==> config.mk <==
export PLATFORM = sky130hd
export DESIGN_NAME = host_load_ctrl
export DESIGN_NICKNAME = d
export VERILOG_FILES = /design/src/rtl/host_load_ctrl.sv
export SDC_FILE = /design/constraint.sdc
export NUM_CORES = 1
export LEC_CHECK = 0
export BUFFER_PORTS_ARGS = -buffer_cell sky130_fd_sc_hd__clkbuf_2
export CAP_MARGIN = 20
export CORE_MARGIN = 3
export CORE_UTILIZATION = 55
export DETAILED_ROUTE_END_ITERATION = 16
export MAX_ROUTING_LAYER = met4
export PLACE_DENSITY = 0.82
export SLEW_MARGIN = 15
export SYNTH_ARGS = -nofsm -noshare
export SYNTH_HDL_FRONTEND = slang
export SYNTH_SLANG_ARGS = --single-unit
export TNS_END_PERCENT = 50
==> constraint.sdc <==
create_clock -name clk -period 4.8 [get_ports clk]
set_input_delay 0.48 -clock clk [delete_from_list [all_inputs] [get_ports clk]]
set_output_delay 0.48 -clock clk [all_outputs]
set_load 0.02 [all_outputs]
==> src/rtl/host_load_ctrl.sv <==
// Host byte-stream command controller in front of the core's debug/load port.
// Optional inter-byte timeout in ADDR/DATA is enabled by defining HOST_TIMEOUT_EN.
module host_load_ctrl #(
  parameter int unsigned READ_LAT       = 2,
  parameter logic [7:0]  ACK_BYTE       = 8'hA5,
  parameter logic [7:0]  ERR_BYTE       = 8'hEE,
  parameter int unsigned TIMEOUT_CYCLES = 65535
) (
  input  logic        clk,
  input  logic        reset,
  input  logic [7:0]  rx_data,
  input  logic        rx_valid,
  output logic        rx_ready,
  output logic [7:0]  tx_data,
  output logic        tx_valid,
  input  logic        tx_ready,
  output logic [1:0]  host_cmd,
  output logic [31:0] host_addr,
  output logic [31:0] host_wdata,
  input  logic [31:0] host_rdata,
  output logic        cpu_reset,
  output logic        busy
);

  typedef enum logic [2:0] {
    S_IDLE,
    S_ADDR,
    S_DATA,
    S_EXEC,
    S_WAIT,
    S_RESP
  } state_e;

  // READ_LAT must be at least 1; WAIT always spends READ_LAT cycles.
  localparam int unsigned LW = (READ_LAT > 1) ? $clog2(READ_LAT) : 1;

  state_e        state_q, state_d;
  logic [1:0]    op_q, op_d;
  logic [1:0]    byte_cnt_q, byte_cnt_d;
  logic [LW-1:0] lat_cnt_q, lat_cnt_d;
  logic [31:0]   addr_q, addr_d;
  logic [31:0]   wdata_q, wdata_d;
  logic [31:0]   resp_q, resp_d;
  logic [2:0]    resp_left_q, resp_left_d;
  logic          cpu_reset_q, cpu_reset_d;
  logic          rx_fire, tx_fire;
  logic          in_payload;
  logic          timeout;

  assign in_payload = (state_q == S_ADDR) || (state_q == S_DATA);
  assign rx_ready   = (state_q == S_IDLE) || in_payload;
  assign tx_valid   = (state_q == S_RESP);
  assign tx_data    = resp_q[7:0];
  assign rx_fire    = rx_valid && rx_ready;
  assign tx_fire    = tx_valid && tx_ready;
  // The opcode's low two bits are exactly the core command encoding.
  assign host_cmd   = ((state_q == S_EXEC) || (state_q == S_WAIT)) ? op_q : 2'b00;
  assign host_addr  = addr_q;
  assign host_wdata = wdata_q;
  assign cpu_reset  = cpu_reset_q;
  assign busy       = (state_q != S_IDLE);

`ifdef HOST_TIMEOUT_EN
  localparam int unsigned TW = $clog2(TIMEOUT_CYCLES + 1);

  logic [TW-1:0] to_cnt_q, to_cnt_d;

  always_comb begin
    to_cnt_d = '0;
    if (in_payload && !rx_fire) begin
      to_cnt_d = to_cnt_q + 1'b1;
    end
  end

  assign timeout = in_payload && !rx_fire && (to_cnt_q == TW'(TIMEOUT_CYCLES - 1));

  always_ff @(posedge clk or posedge reset) begin
    if (reset) begin
      to_cnt_q <= '0;
    end else begin
      to_cnt_q <= to_cnt_d;
    end
  end
`else
  logic [31:0] timeout_unused;
  assign timeout_unused = 32'(TIMEOUT_CYCLES);
  assign timeout        = 1'b0;
`endif

  always_comb begin
    state_d     = state_q;
    op_d        = op_q;
    byte_cnt_d  = byte_cnt_q;
    lat_cnt_d   = lat_cnt_q;
    addr_d      = addr_q;
    wdata_d     = wdata_q;
    resp_d      = resp_q;
    resp_left_d = resp_left_q;
    cpu_reset_d = cpu_reset_q;

    case (state_q)
      S_IDLE: begin
        if (rx_fire) begin
          if (rx_data[7:2] == 6'd0) begin
            op_d       = rx_data[1:0];
            byte_cnt_d = 2'd0;
            state_d    = S_ADDR;
          end else if (rx_data[7:1] == 7'b0001000) begin
            // 0x10 releases the core, 0x11 holds it; repeats are harmless.
            cpu_reset_d = rx_data[0];
            resp_d      = {24'd0, ACK_BYTE};
            resp_left_d = 3'd1;
            state_d     = S_RESP;
          end else begin
            resp_d      = {24'd0, ERR_BYTE};
            resp_left_d = 3'd1;
            state_d     = S_RESP;
          end
        end
      end

      S_ADDR: begin
        if (timeout) begin
          resp_d      = {24'd0, ERR_BYTE};
          resp_left_d = 3'd1;
          state_d     = S_RESP;
        end else if (rx_fire) begin
          // Right shift: after four bytes, byte n sits at bits [8n+7:8n].
          addr_d     = {rx_data, addr_q[31:8]};
          byte_cnt_d = byte_cnt_q + 2'd1;
          if (byte_cnt_q == 2'd3) begin
            state_d = op_q[0] ? S_DATA : S_EXEC;
          end
        end
      end

      S_DATA: begin
        if (timeout) begin
          resp_d      = {24'd0, ERR_BYTE};
          resp_left_d = 3'd1;
          state_d     = S_RESP;
        end else if (rx_fire) begin
          wdata_d    = {rx_data, wdata_q[31:8]};
          byte_cnt_d = byte_cnt_q + 2'd1;
          if (byte_cnt_q == 2'd3) begin
            state_d = S_EXEC;
          end
        end
      end

      S_EXEC: begin
        if (op_q[0]) begin
          resp_d      = {24'd0, ACK_BYTE};
          resp_left_d = 3'd1;
          state_d     = S_RESP;
        end else begin
          lat_cnt_d = '0;
          state_d   = S_WAIT;
        end
      end

      S_WAIT: begin
        if (lat_cnt_q == LW'(READ_LAT - 1)) begin
          resp_d      = host_rdata;
          resp_left_d = 3'd4;
          state_d     = S_RESP;
        end else begin
          lat_cnt_d = lat_cnt_q + 1'b1;
        end
      end

      S_RESP: begin
        if (tx_fire) begin
          if (resp_left_q == 3'd1) begin
            state_d = S_IDLE;
          end else begin
            resp_d      = {8'd0, resp_q[31:8]};
            resp_left_d = resp_left_q - 3'd1;
          end
        end
      end

      default: state_d = S_IDLE;
    endcase
  end

  always_ff @(posedge clk or posedge reset) begin
    if (reset) begin
      state_q     <= S_IDLE;
      op_q        <= 2'b00;
      byte_cnt_q  <= 2'd0;
      lat_cnt_q   <= '0;
      addr_q      <= 32'd0;
      wdata_q     <= 32'd0;
      resp_q      <= 32'd0;
      resp_left_q <= 3'd0;
      cpu_reset_q <= 1'b1;
    end else begin
      state_q     <= state_d;
      op_q        <= op_d;
      byte_cnt_q  <= byte_cnt_d;
      lat_cnt_q   <= lat_cnt_d;
      addr_q      <= addr_d;
      wdata_q     <= wdata_d;
      resp_q      <= resp_d;
      resp_left_q <= resp_left_d;
      cpu_reset_q <= cpu_reset_d;
    end
  end

endmodule

== Word-level counts from Yosys, hierarchy flattened ==
Cells that the tools add are included.
Storage, ports and cells
  register bits after elaboration: 108
  bits of input ports: 44
  output and inout bits: 78
Cells by class
  $add $sub $neg: 3
  equal/unequal tests: 22
  muxes and demuxes: 35
  bitwise logic cells: 1
  reductions and logical operators: 20
Operators with widths (number)
  32-bit two-way mux: 6
  32-bit case mux with 4 select lines: 1
  3-bit two-way mux: 15
  3-bit case mux with 6 select lines: 1
  2-bit != test, second input constant: 8
  2-bit by 1-bit != test with 1-bit output, second input constant: 6
  3-bit case mux with 4 select lines: 1
  2-bit two-way mux: 4
  4-bit AND reduction: 2
  8-bit AND reduction: 1
  7-bit by 4-bit equality test with 1-bit output, second input constant: 1
  7-bit two-way mux: 1
  7-bit AND reduction: 1
  3-bit by 1-bit equality test with 1-bit output, second input constant: 2
  3-bit by 2-bit equality test with 1-bit output, second input constant: 2
  3-bit equality test, second input constant: 2
  6-bit zero test: 1
  2-bit AND reduction: 3
  1-bit two-way mux: 4
  2-bit case mux with 2 select lines: 1
  2-bit nonzero test: 2
  4-bit nonzero test: 1
  3-bit zero test: 1
  1-bit logical OR: 3
  10 further kinds: 11

== Longest topological paths before layout ==
  depth in word-level cells: 6
  depth in mapped cells: 8
  depth with buffers taken out: 6

== Least setup slack after synthesis ==
No wires, ideal clock.
  kind: register -> register
  start: reg state_q[1]
  end: reg resp_q[10]
  library setup time: 125 ps
  arrival: 1782 ps
  slack: 2893 ps
  cell stages (with the launch flop): 9
  buffers on the path: 4
  period minus slack after synthesis: 1907 ps
  cells stage by stage: dfrtp_1 buf_6 nand2b_1 buf_2 o221ai_2 and3_1 buf_6 buf_8 mux2_4
Between the ends
  word-level cells in the longest chain between the ends: 6
  elaborated cells between the ends (all ways): 19
  classes of those cells: eq/ne: 11; mux: 1; reduce/logical: 7
Ends and longest elaborated chain
  start, declared: RTL line 37  | state_e state_q, state_d;
  start signal, assigned: RTL line 199  | state_q <= state_d;
  3-bit by 1-bit equality test with 1-bit output / 3-bit by 2-bit equality test with 1-bit output (equally long branches): RTL line 50, 101
  1-bit logical OR: RTL line 50  | assign in_payload = (state_q == S_ADDR) || (state_q == S_DATA);
  1-bit logical OR: RTL line 51  | assign rx_ready = (state_q == S_IDLE) || in_payload;
  1-bit logical AND: RTL line 54  | assign rx_fire = rx_valid && rx_ready;
  2-bit != test (no source line)
  7-bit AND reduction (no source line)
  end signal, assigned: RTL line 205  | resp_q <= resp_d;
  end, declared: RTL line 43  | logic [31:0] resp_q, resp_d;
Several ways; a longest one is shown, not always the timed one.
A chain may end at the register's enable or synchronous reset.

== Final worst setup path ==
  start: reg state_q[2]
  end: reg resp_q[27]
The elaborated chain is that of the path after synthesis.

==> out/results.ini <==
[layout]
finalNonFillerCells=593
layout-drive-gt1-share=0.501
syn2layout_area_growth_pct=15.9
nets=527
stdcell_area_sq_um=5890
fillCellCount=687
diodes=0
post-route-util=0.665

[sta]
period_share=0.738
report.final.slew_viol_count=0
slew_headroom=0.302
clock_skew_ps=15.5
rsz0062_at_grt=false
tns_ps=0
finalSetupViolations=0
hold_violations=0
tightestPinTransition_ps=1050
period_needed_ps=3540
max_freq_mhz=282

[routing]
avgViaCountPerCell=5.65
ant_nets=0
vias=3353
drt-total-wl_mm=10.5
dr.pass1.iters=4
dr.first_iter.drc_count=249
wire_per_inst_um=17.7
route.detailed.drc=0

[synthesis]
synth_enable_flop_cells=0
yosysUniqueCellTypes=49
syn_area_per_cell_sq_um=13.5
synth.top_cell.area_share=0.527
async_flop_share=1.00
yosysMostFrequentCell=dfrtp_1
yosys-top-cells-area=dfrtp_1 53%, mux2_2 14%, mux2_4 7.1%
yosysSeqAreaShare=0.532
netlist.top_cell.by_area=dfrtp_1
synth_common_cells=107 x dfrtp_1, 63 x mux2_2, 25 x mux2i_1
ys.flop_type=dfrtp_1
synthCells=376
ys_warn_count=0
syn-num-nets=423
netlist_area_sq_um=5080
synth-seq-cells=108

[worst_setup_path]
timing.rr.end=resp_q[27]
critPathBufInv=0
cp_slowest_cell=and3_2
rrSetupSlack_ps=1260
path_cells=nand2b_1 -> o221ai_2 -> and3_2 -> mux2_1
critPathArrivalTime_ps=3800
required_ps=5060
critPathMaxFanout=35
critPathKind=reg2reg
cp_top_family=simple AND/OR/NAND/NOR gates
critPathLaunchType=flop
r2r_start=state_q[2]
critPathCaptureType=flop
critPathMaxStageDelay_ps=950
rr_worst_depth=4

[clocking]
clk_pin_slew_worst_paths_ps=120
post_cts_buffers=0
cts_inserted_buffers=9
clockBufferDepth=2
cts_hold_buf=0
cts_tree=yes
htree_levels=3
numClockSinks=108
clk_latency_ps=380
root_buffer=clkbuf_8
cts_resized=0

[place]
dp.final_hpwl_mm=7.46
dp_cells=577
port_buffers=121
place_area_sq_um=5660
gp_congestion=0.896

[run]
maxCapViolations=0

[floorplan]
rows=34
core_area_sq_um=8850
die_h_um=102
die_x_um=102
dieArea_sq_um=10400
initial_core_util=0.574
ioPinCount=122

[global_routing]
grt_overflow_total=0
grt_max_degree=76
antenna_found_initial=0
grt_pass1_wl_mm=16.6
track_usage=0.212
grt_pass1_vias=3247

[pwr]
leakagePower_uw=0.00300
peakVddDrop_v=0.000328
powerDensity_nw_per_um2=720

[status]
status=finished clean

[min_path]
min_path_type=in2async

[cells by family after synthesis]
| logic type | count (synthesis) | share of synthesized area |
|---|---|---|
| buf+inv | 39 | 0.0465 |
| flops | 108 | 0.532 |
| fa+ha+maj | 3 | 0.00739 |
| xor+xnor | 1 | 0.00172 |
| mux | 122 | 0.282 |
| simple gates | 67 | 0.0827 |
| compound gates | 36 | 0.0478 |
[per-stage QoR]
step	hold WS (ps)	power, uW	worst slack [ps]
global placement	469	3550	1480
finish	292	4240	1260
detailed placement	483	3640	1350
floorplan	457	3180	1480
global route	360	4500	961
CTS	312	4260	1320
[registers in the layout (all words and copies together) (netlist names)]
register / flops
byte_cnt_q: 2
state_q: 3
resp_left_q: 3
op_q: 2
host_wdata: 32
lat_cnt_q: 1
resp_q: 32
cpu_reset: 1
host_addr: 32
[metal layers]
metal / share of wire / GRT usage / wire [um]
met1: 0.45 / 0.289 / 4690
met2: 0.49 / 0.326 / 5180
met3: 0.041 / 0.0314 / 428
met4: 0.021 / 0.0787 / 223
met5: 0 / - / 0
[layout by cell type (no fill, tap or decap), drive strengths merged, types with 2 or more instances in the layout]
cell | synthesis | final
nor2b | 3 | 3
o22ai | 4 | 4
a31oi | 7 | 7
nand2b | 5 | 5
dfrtp | 107 | 107
buf | 25 | 3
a21oi | 7 | 7
a311oi | 2 | 2
nor2 | 21 | 21
and2 | 3 | 3
nand2 | 7 | 7
o21ai | 8 | 8
and3 | 10 | 10
clkinv | 0 | 4
mux2 | 97 | 97
ha | 3 | 3
inv | 8 | 10
nor4 | 2 | 2
nor3 | 4 | 4
mux2i | 25 | 25
clkbuf | 6 | 130
nand3 | 2 | 2
nand4 | 3 | 3
nand3b | 3 | 3
[worst max-delay path by stage]
| stage | startpoint | end | slack [ps] | depth (start not counted) |
|---|---|---|---|---|
| after CTS | state_q[2] | resp_q[27] | 1320 | 4 |
| final | state_q[2] | resp_q[27] | 1260 | 4 |
| after detailed placement | state_q[2] | resp_q[28] | 1350 | 4 |
| after global placement | state_q[2] | resp_q[30] | 1480 | 4 |
| after global routing | state_q[2] | resp_q[27] | 960 | 4 |
| after floorplan | reset | byte_cnt_q[0] | 1480 | 1 |
[layout make-up]
| cell class | instances | area [sq um] | area share |
|---|---|---|---|
| clock buffers | 9 | 124 | 0.0210 |
| clock inverters | 7 | 108 | 0.0183 |
| inverters | 8 | 32.5 | 0.00552 |
| multi-input cells | 229 | 2160 | 0.366 |
| flip-flops and latches | 108 | 2710 | 0.459 |
| well taps | 108 | 135 | 0.0229 |
| repair buffers | 124 | 628 | 0.107 |
[report_power, final]
part           switching (uW)  total (uW)  internal [uW]
Clock                     352         613            261
Sequential                356        1630           1280
Combinational            1070        1990            917
[worst reg2reg max path, cell delays in order (launching register included)]
cell and delay (ps):
dfrtp_1 840, nand2b_1 720, o221ai_2 500, and3_2 950
mux2_1 420
No activity file was read; power rests on OpenSTA's default activity.
